## src/rtl/temp_calc_pkg.sv

```systemverilog
`default_nettype none
// +--------------------------------------------------------------------+
// | temp_calc_pkg : shared types and width helpers for temp_calc_seq   |
// | Rev 1.0                                                            |
// +--------------------------------------------------------------------+
package temp_calc_pkg;

  typedef enum logic [1:0] {
    IDLE = 2'd0,
    MUL  = 2'd1,
    ADD  = 2'd2,
    OUT  = 2'd3
  } state_t;

  localparam int c_DEF_CHANNELS   = 4;
  localparam int c_DEF_CH_W       = 2;
  localparam int c_DEF_BASE_W     = 8;
  localparam int c_DEF_COEF_W     = 4;
  localparam int c_DEF_SENS_W     = 4;
  localparam int c_DEF_FRAC_SHIFT = 3;

  function automatic int prodWidth(input int coefW, input int sensW);
    return coefW + sensW;
  endfunction

endpackage
`default_nettype wire

```

## src/rtl/temp_calc_if.sv

```systemverilog
`default_nettype none
// +--------------------------------------------------------------------+
// | temp_calc_if : calibration, sample and result channels             |
// | Rev 1.0                                                            |
// +--------------------------------------------------------------------+
interface temp_calc_if
  import temp_calc_pkg::*;
#(
  parameter int CH_W   = c_DEF_CH_W,
  parameter int BASE_W = c_DEF_BASE_W,
  parameter int COEF_W = c_DEF_COEF_W,
  parameter int SENS_W = c_DEF_SENS_W
);
  logic              cfg_we;
  logic [CH_W-1:0]   cfg_ch;
  logic [BASE_W-1:0] cfg_base;
  logic [COEF_W-1:0] cfg_coef;

  logic              in_valid;
  logic              in_ready;
  logic [CH_W-1:0]   in_ch;
  logic [SENS_W-1:0] in_sensor;

  logic              out_valid;
  logic              out_ready;
  logic [CH_W-1:0]   out_ch;
  logic [BASE_W-1:0] out_temp;
  logic              out_ovf;
  logic              out_err;

  modport master (
    output cfg_we, cfg_ch, cfg_base, cfg_coef,
    output in_valid, in_ch, in_sensor,
    input  in_ready,
    input  out_valid, out_ch, out_temp, out_ovf, out_err,
    output out_ready
  );

  modport slave (
    input  cfg_we, cfg_ch, cfg_base, cfg_coef,
    input  in_valid, in_ch, in_sensor,
    output in_ready,
    output out_valid, out_ch, out_temp, out_ovf, out_err,
    input  out_ready
  );
endinterface
`default_nettype wire

```

## src/rtl/shift_add_mul.sv

```systemverilog
`default_nettype none
// +--------------------------------------------------------------------+
// | shift_add_mul : LSB-first sequential shift-add multiplier          |
// | Rev 1.0                                                            |
// +--------------------------------------------------------------------+
module shift_add_mul
  import temp_calc_pkg::*;
#(
  parameter int COEF_W = c_DEF_COEF_W,
  parameter int SENS_W = c_DEF_SENS_W,
  localparam int PROD_W = prodWidth(COEF_W, SENS_W)
) (
  input  wire logic              clk,
  input  wire logic              rst,
  input  wire logic              start,
  input  wire logic [COEF_W-1:0] multiplicand,
  input  wire logic [SENS_W-1:0] multiplier,
  output logic                   done,
  output logic [PROD_W-1:0]      product
);
  localparam int CNT_W = $clog2(SENS_W + 1);
  localparam logic [CNT_W-1:0] c_LAST = CNT_W'(SENS_W - 1);

  logic [PROD_W-1:0] r_prod;
  logic [PROD_W-1:0] r_mcand;
  logic [SENS_W-1:0] r_mplier;
  logic [CNT_W-1:0]  r_cnt;
  logic              r_busy;
  logic              w_last;

  assign w_last  = (r_cnt == c_LAST);
  // done marks the edge that performs the final step, so the product is
  // complete in the cycle after it.
  assign done    = r_busy && w_last;
  assign product = r_prod;

  always_ff @(posedge clk or posedge rst) begin
    if (rst) begin
      r_prod   <= '0;
      r_mcand  <= '0;
      r_mplier <= '0;
      r_cnt    <= '0;
      r_busy   <= 1'b0;
    end else if (start) begin
      r_prod   <= '0;
      r_mcand  <= PROD_W'(multiplicand);
      r_mplier <= multiplier;
      r_cnt    <= '0;
      r_busy   <= 1'b1;
    end else if (r_busy) begin
      if (r_mplier[0]) begin
        r_prod <= r_prod + r_mcand;
      end
      r_mcand  <= r_mcand << 1;
      r_mplier <= r_mplier >> 1;
      r_cnt    <= r_cnt + 1'b1;
      if (w_last) begin
        r_busy <= 1'b0;
      end
    end
  end
endmodule
`default_nettype wire

```

## src/rtl/temp_calc_seq.sv

```systemverilog
`default_nettype none
// +--------------------------------------------------------------------+
// | temp_calc_seq : multi-channel calibrated temperature, saturating   |
// | Rev 1.0                                                            |
// +--------------------------------------------------------------------+
module temp_calc_seq
  import temp_calc_pkg::*;
#(
  parameter int unsigned CHANNELS   = c_DEF_CHANNELS,
  parameter int          CH_W       = c_DEF_CH_W,
  parameter int          BASE_W     = c_DEF_BASE_W,
  parameter int          COEF_W     = c_DEF_COEF_W,
  parameter int          SENS_W     = c_DEF_SENS_W,
  parameter int          FRAC_SHIFT = c_DEF_FRAC_SHIFT
) (
  input wire logic   clk,
  input wire logic   rst,
  temp_calc_if.slave bus
);
  localparam int PROD_W = prodWidth(COEF_W, SENS_W);
  localparam int SUM_W  = ((BASE_W > PROD_W) ? BASE_W : PROD_W) + 1;

  logic [BASE_W-1:0] r_calBase [CHANNELS];
  logic [COEF_W-1:0] r_calCoef [CHANNELS];

  state_t            r_state;
  state_t            w_stateNext;
  logic              w_inReady, w_accept, w_load, w_pop;

  logic [CH_W-1:0]   r_ch;
  logic [BASE_W-1:0] r_base;
  logic              r_err;
  logic              r_outValid, r_outOvf, r_outErr;
  logic [CH_W-1:0]   r_outCh;
  logic [BASE_W-1:0] r_outTemp;

  logic              w_cfgInRange, w_inInRange;
  logic [COEF_W-1:0] w_coefSel;
  logic              w_mulDone;
  logic [PROD_W-1:0] w_prod;
  logic [SUM_W-1:0]  w_sum;
  logic              w_sat;
  logic [BASE_W-1:0] w_temp;

  assign w_cfgInRange = (32'(bus.cfg_ch) < CHANNELS);
  assign w_inInRange  = (32'(bus.in_ch) < CHANNELS);

  always_ff @(posedge clk or posedge rst) begin
    if (rst) begin
      for (int i = 0; i < int'(CHANNELS); i++) begin
        r_calBase[i] <= '0;
        r_calCoef[i] <= '0;
      end
    end else if (bus.cfg_we && w_cfgInRange) begin
      r_calBase[bus.cfg_ch] <= bus.cfg_base;
      r_calCoef[bus.cfg_ch] <= bus.cfg_coef;
    end
  end

  always_ff @(posedge clk or posedge rst) begin
    if (rst) r_state <= IDLE;
    else     r_state <= w_stateNext;
  end

  always_comb begin
    w_stateNext = r_state;
    case (r_state)
      IDLE:    if (bus.in_valid) w_stateNext = MUL;
      MUL:     if (w_mulDone) w_stateNext = ADD;
      ADD:     w_stateNext = OUT;
      OUT:     if (bus.out_ready) w_stateNext = IDLE;
      default: w_stateNext = IDLE;
    endcase
  end

  always_comb begin
    w_inReady = 1'b0;
    w_accept  = 1'b0;
    w_load    = 1'b0;
    w_pop     = 1'b0;
    case (r_state)
      IDLE: begin
        w_inReady = 1'b1;
        w_accept  = bus.in_valid;
      end
      ADD:     w_load = 1'b1;
      OUT:     w_pop  = bus.out_ready;
      default: ;
    endcase
  end

  // Array read happens before the edge, so a same-edge cfg write is not seen.
  assign w_coefSel = w_inInRange ? r_calCoef[bus.in_ch] : '0;

  shift_add_mul #(
    .COEF_W (COEF_W),
    .SENS_W (SENS_W)
  ) u_mul (
    .clk          (clk),
    .rst          (rst),
    .start        (w_accept),
    .multiplicand (w_coefSel),
    .multiplier   (bus.in_sensor),
    .done         (w_mulDone),
    .product      (w_prod)
  );

  assign w_sum  = SUM_W'(r_base) + SUM_W'(w_prod >> FRAC_SHIFT);
  assign w_sat  = |w_sum[SUM_W-1:BASE_W];
  assign w_temp = w_sat ? '1 : w_sum[BASE_W-1:0];

  always_ff @(posedge clk or posedge rst) begin
    if (rst) begin
      r_ch       <= '0;
      r_base     <= '0;
      r_err      <= 1'b0;
      r_outValid <= 1'b0;
      r_outTemp  <= '0;
      r_outCh    <= '0;
      r_outOvf   <= 1'b0;
      r_outErr   <= 1'b0;
    end else begin
      if (w_accept) begin
        r_ch   <= bus.in_ch;
        r_base <= w_inInRange ? r_calBase[bus.in_ch] : '0;
        r_err  <= !w_inInRange;
      end
      if (w_load) begin
        r_outValid <= 1'b1;
        r_outTemp  <= w_temp;
        r_outOvf   <= w_sat;
        r_outCh    <= r_ch;
        r_outErr   <= r_err;
      end else if (w_pop) begin
        r_outValid <= 1'b0;
      end
    end
  end

  assign bus.in_ready  = w_inReady;
  assign bus.out_valid = r_outValid;
  assign bus.out_temp  = r_outTemp;
  assign bus.out_ch    = r_outCh;
  assign bus.out_ovf   = r_outOvf;
  assign bus.out_err   = r_outErr;
endmodule
`default_nettype wire

```

## src/flat_wrapper.sv

```systemverilog
// flat-port wrapper written by rule: the top's interface ports become plain ports
module temp_calc_seq_flat import temp_calc_pkg::*;
#(
  parameter int unsigned CHANNELS   = c_DEF_CHANNELS,
  parameter int          CH_W       = c_DEF_CH_W,
  parameter int          BASE_W     = c_DEF_BASE_W,
  parameter int          COEF_W     = c_DEF_COEF_W,
  parameter int          SENS_W     = c_DEF_SENS_W,
  parameter int          FRAC_SHIFT = c_DEF_FRAC_SHIFT
)
  (clk, rst, bus_cfg_we, bus_cfg_ch, bus_cfg_base, bus_cfg_coef, bus_in_valid, bus_in_ch, bus_in_sensor, bus_in_ready, bus_out_valid, bus_out_ch, bus_out_temp, bus_out_ovf, bus_out_err, bus_out_ready);
  temp_calc_if #(.CH_W(CH_W), .BASE_W(BASE_W), .COEF_W(COEF_W), .SENS_W(SENS_W)) bus_i ();
  input wire logic clk;
  input wire logic rst;
  input wire logic [$bits(bus_i.cfg_we)-1:0] bus_cfg_we;
  input wire logic [$bits(bus_i.cfg_ch)-1:0] bus_cfg_ch;
  input wire logic [$bits(bus_i.cfg_base)-1:0] bus_cfg_base;
  input wire logic [$bits(bus_i.cfg_coef)-1:0] bus_cfg_coef;
  input wire logic [$bits(bus_i.in_valid)-1:0] bus_in_valid;
  input wire logic [$bits(bus_i.in_ch)-1:0] bus_in_ch;
  input wire logic [$bits(bus_i.in_sensor)-1:0] bus_in_sensor;
  output wire logic [$bits(bus_i.in_ready)-1:0] bus_in_ready;
  output wire logic [$bits(bus_i.out_valid)-1:0] bus_out_valid;
  output wire logic [$bits(bus_i.out_ch)-1:0] bus_out_ch;
  output wire logic [$bits(bus_i.out_temp)-1:0] bus_out_temp;
  output wire logic [$bits(bus_i.out_ovf)-1:0] bus_out_ovf;
  output wire logic [$bits(bus_i.out_err)-1:0] bus_out_err;
  input wire logic [$bits(bus_i.out_ready)-1:0] bus_out_ready;
  assign bus_i.cfg_we = bus_cfg_we;
  assign bus_i.cfg_ch = bus_cfg_ch;
  assign bus_i.cfg_base = bus_cfg_base;
  assign bus_i.cfg_coef = bus_cfg_coef;
  assign bus_i.in_valid = bus_in_valid;
  assign bus_i.in_ch = bus_in_ch;
  assign bus_i.in_sensor = bus_in_sensor;
  assign bus_in_ready = bus_i.in_ready;
  assign bus_out_valid = bus_i.out_valid;
  assign bus_out_ch = bus_i.out_ch;
  assign bus_out_temp = bus_i.out_temp;
  assign bus_out_ovf = bus_i.out_ovf;
  assign bus_out_err = bus_i.out_err;
  assign bus_i.out_ready = bus_out_ready;
  temp_calc_seq #(.CHANNELS(CHANNELS), .CH_W(CH_W), .BASE_W(BASE_W), .COEF_W(COEF_W), .SENS_W(SENS_W), .FRAC_SHIFT(FRAC_SHIFT)) u_core (.clk(clk), .rst(rst), .bus(bus_i));
endmodule
```

## config.mk

```make
export PLATFORM = sky130hd
export DESIGN_NAME = temp_calc_seq_flat
export DESIGN_NICKNAME = d
export VERILOG_FILES = /design/src/rtl/temp_calc_pkg.sv /design/src/rtl/temp_calc_if.sv /design/src/rtl/shift_add_mul.sv /design/src/rtl/temp_calc_seq.sv /design/src/flat_wrapper.sv
export SDC_FILE = /design/constraint.sdc
export NUM_CORES = 1
export LEC_CHECK = 0
export CAP_MARGIN = 15
export CORE_MARGIN = 4
export CORE_UTILIZATION = 58
export CTS_CLUSTER_SIZE = 8
export DETAILED_ROUTE_END_ITERATION = 8
export PLACE_DENSITY = 0.87
export SLEW_MARGIN = 20
export SYNTH_ARGS = -nofsm -noshare
export SYNTH_HDL_FRONTEND = slang
export SYNTH_SLANG_ARGS = --single-unit
export TNS_END_PERCENT = 20
```

## constraint.sdc

```tcl
create_clock -name clk -period 4.3 [get_ports clk]
set_clock_uncertainty 0.2 [all_clocks]
set_input_delay 0.43 -clock clk [delete_from_list [all_inputs] [get_ports clk]]
set_output_delay 0.43 -clock clk [all_outputs]
set_load 0.02 [all_outputs]
```

==> results.cfg <==
[synthesis]
synth-edff-count = 0
ys_top_cells_by_count = dfrtp_1, nand2_1, mux2_2, ha_1, o21ai_0
synthesis.nets = 416
yosysSeqAreaShare_pct = 51.4
synth-seq-cells = 96
dominantRegCellSynth = dfrtp_1
synthTopCellsByArea = dfrtp_1, mux2_2, ha_1
synth_warnings = 0
synth_most_common_cell = dfrtp_1
synth_cell_types = 50
synth_top_cell_area_share_pct = 51.4
syn-cell-area_um2 = 4670
async_flop_share_pct = 100
yosysTopAreaCell = dfrtp_1
syn_inst = 370
avgSynthCellArea_um2 = 12.6

[clock_network]
cts_root_buffer = clkbuf_8
max-clock-path-buffers = 2
post_cts.repair.setup_buffers = 0
clk_pin_slew_ns = 0.08
cts_sinks = 96
numCtsBuffers = 9
htree_levels = 3
clkLatencyLatePin_ns = 0.35
cts_tree = done
cts_resized = 0
cts_hold_buf = 0

[grt]
top_usage_layer = met2
gr-total-overflow = 0
grt_use_total_pct = 19.5
grt_pass1_vias = 3168
grt.met3_usage_pct = 3.07
met2_usage_pct = 33.2
grt_max_degree = 41
use_met1_pct = 25.3
grt_pass1_wl_um = 15100
antenna_found_initial = 0

[routing]
viasPerCell = 5.83
wl_per_cell_um = 17.1
drt-initial-drc-count = 139
vias = 2981
drcViolationCount = 0
firstDrtPassIters = 4
ant_nets = 0
finalWirelength_um = 8720

[finish]
final_nets = 450
fillers = 548
synthToLayoutAreaGrowth_pct = 13.5
n_antenna_cell = 0
drive_gt1_share_pct = 19.3

[sta]
finalSetupViolCount = 0
setup_tns_ns = 0
setup_slack_ns = 1.91
rsz0062_at_grt = false
max_freq_ghz = 0.419
slew_violations = 0
max_slew.worst_pin.slew_ns = 0.956
relSlewSlack_pct = 36.0
hold_violations = 0
finalCriticalPeriod_ns = 2.39
finalCritPeriodShare_pct = 55.5

[critical_path]
crit_family = buffers and inverters
path_class = reg -> out
cp_max_fo = 4
crit_slowest_cell = clkdlybuf4s50_1
crit_arrival_ns = 1.76
endpoint_kind = output pin
worst_path_largest_cell_delay_ns = 0.62
path_buf_inv = 2
cp-start-kind = register
worstPathRequired_ns = 3.67
path_cells = inv_1, ha_1, clkdlybuf4s50_1

[floorplanning]
io_pins = 39
start_util_pct = 60.1
rows = 32
die_h_um = 97.8
dieArea_um2 = 9560
die_w_um = 97.8
core_um2 = 7770

[placed_design]
portBuffers = 37
dpl.hpwl_um = 6230
dp_slack_ns = 1.68
gp_congestion = 0.840

[power]
leakagePower_nw = 2.40
power_density_nw_per_um2 = 601
ir_worst_vdd_uv = 251

[hold_path]
min_path_type = in -> async

[run]
max_cap_viol_count = 0

[outcome]
status = complete, no violations
==> final cells by class <==
class	count	area (µm²)	area share [%]
flip-flops and latches	96	2400	45.3
multi-input cells	245	2130	40.2
repair buffers	40	393	7.41
clock buffers	14	163	3.07
well taps	102	128	2.41
inverters	12	46.3	0.873
clock inverters	2	37.5	0.708
==> worst paths after layout <==
check                                                          from                                  to  slack (ns)  cells after the start
worst max-delay path                  u_core.r_state[0]$_DFFE_PP0P_                        bus_in_ready        1.91                      3
worst min-delay path                                            rst    u_core.r_calBase[27]$_DFFE_PP0P_        0.27                      2
worst max register to register  u_core.u_mul.product[3]$_DFFE_PP0P_  u_core.bus.out_temp[5]$_DFFE_PP0P_        1.94                      7
worst min register to register       u_core.bus.out_ovf$_DFFE_PP0P_      u_core.bus.out_ovf$_DFFE_PP0P_        0.28                      1
max in group asynchronous                                       rst        u_core.r_base[2]$_DFFE_PP0P_        2.81                      3
min in group clk                     u_core.bus.out_ovf$_DFFE_PP0P_      u_core.bus.out_ovf$_DFFE_PP0P_        0.28                      1
==> placed cells by master (no fill, tap or decap), types with 4 or more instances in the layout <==
| master | count |
|---|---|
| xnor2_1 | 5 |
| a21o_1 | 5 |
| nand3_1 | 7 |
| o21ai_0 | 18 |
| a21oi_1 | 9 |
| inv_1 | 11 |
| o22a_1 | 7 |
| mux2i_1 | 11 |
| dfrtp_1 | 96 |
| nand2_1 | 50 |
| mux4_1 | 8 |
| nor2_1 | 10 |
| clkdlybuf4s50_1 | 37 |
| clkbuf_8 | 11 |
| mux2_2 | 49 |
| ha_1 | 19 |
| mux4_2 | 4 |
==> worst reg2reg max path, cell delays in order, from the launching register on <==
cell,delay (ns)
dfrtp_1,0.43
ha_1,0.26
fa_1,0.42
a21o_1,0.17
a21o_1,0.22
a21oi_4,0.21
o21ai_4,0.12
o22a_1,0.23
==> cells by family after synthesis <==
family / synth area share [%]
DFF: 51.4
and+or+nand+nor: 8.38
muxes: 20.8
AOI/OAI and AO/OA: 9.08
buffers and inverters: 2.95
adders and majority gates: 5.95
xor gates and xnor gates: 1.31
other: 0.0803
==> routing by layer <==
| layer | share of wire (%) | wire length (µm) | up-vias |
|---|---|---|---|
| met3 | 3.1 | 274 | 17 |
| li1 | - | - | 1388 |
| met4 | 1.9 | 169 | 0 |
| met5 | 0 | 0 | - |
| met1 | 43 | 3740 | 1524 |
| met2 | 52 | 4540 | 52 |
==> stage by stage <==
stage          utilization (%)  power [mW]  hold slack, ns  cell area, µm²  instances
3_3_place_gp              65.7        2.53           0.261            5100        495
6_report                  68.3        3.19           0.270            5300        511
3_5_place_dp              65.7        2.62           0.266            5100        495
4_1_cts                   68.3        3.21           0.275            5300        511
5_1_grt                   68.3        3.42           0.298            5300        511
2_1_floorplan                -        2.25           0.240            4670        370
==> power breakdown <==
group          switching [mW]  internal [mW]  total, mW
Sequential              0.219           1.19       1.41
Combinational           0.602          0.584       1.19
Clock                   0.290          0.302      0.592
Total                    1.11           2.07       3.19
==> registers in the layout, summed over array words and instances (netlist names) <==
register               flops
u_core.r_calBase          32
u_core.r_calCoef          16
u_core.bus.out_temp        8
u_core.r_base              8
u_core.u_mul.product       8
u_core.u_mul.r_mcand       8
u_core.u_mul.r_mplier      4
u_core.u_mul.r_cnt         3
u_core.bus.out_ch          2
u_core.r_ch                2
u_core.r_state             2
u_core.bus.out_ovf         1
u_core.bus.out_valid       1
u_core.u_mul.r_busy        1
(Power assumes the default switching activity.)
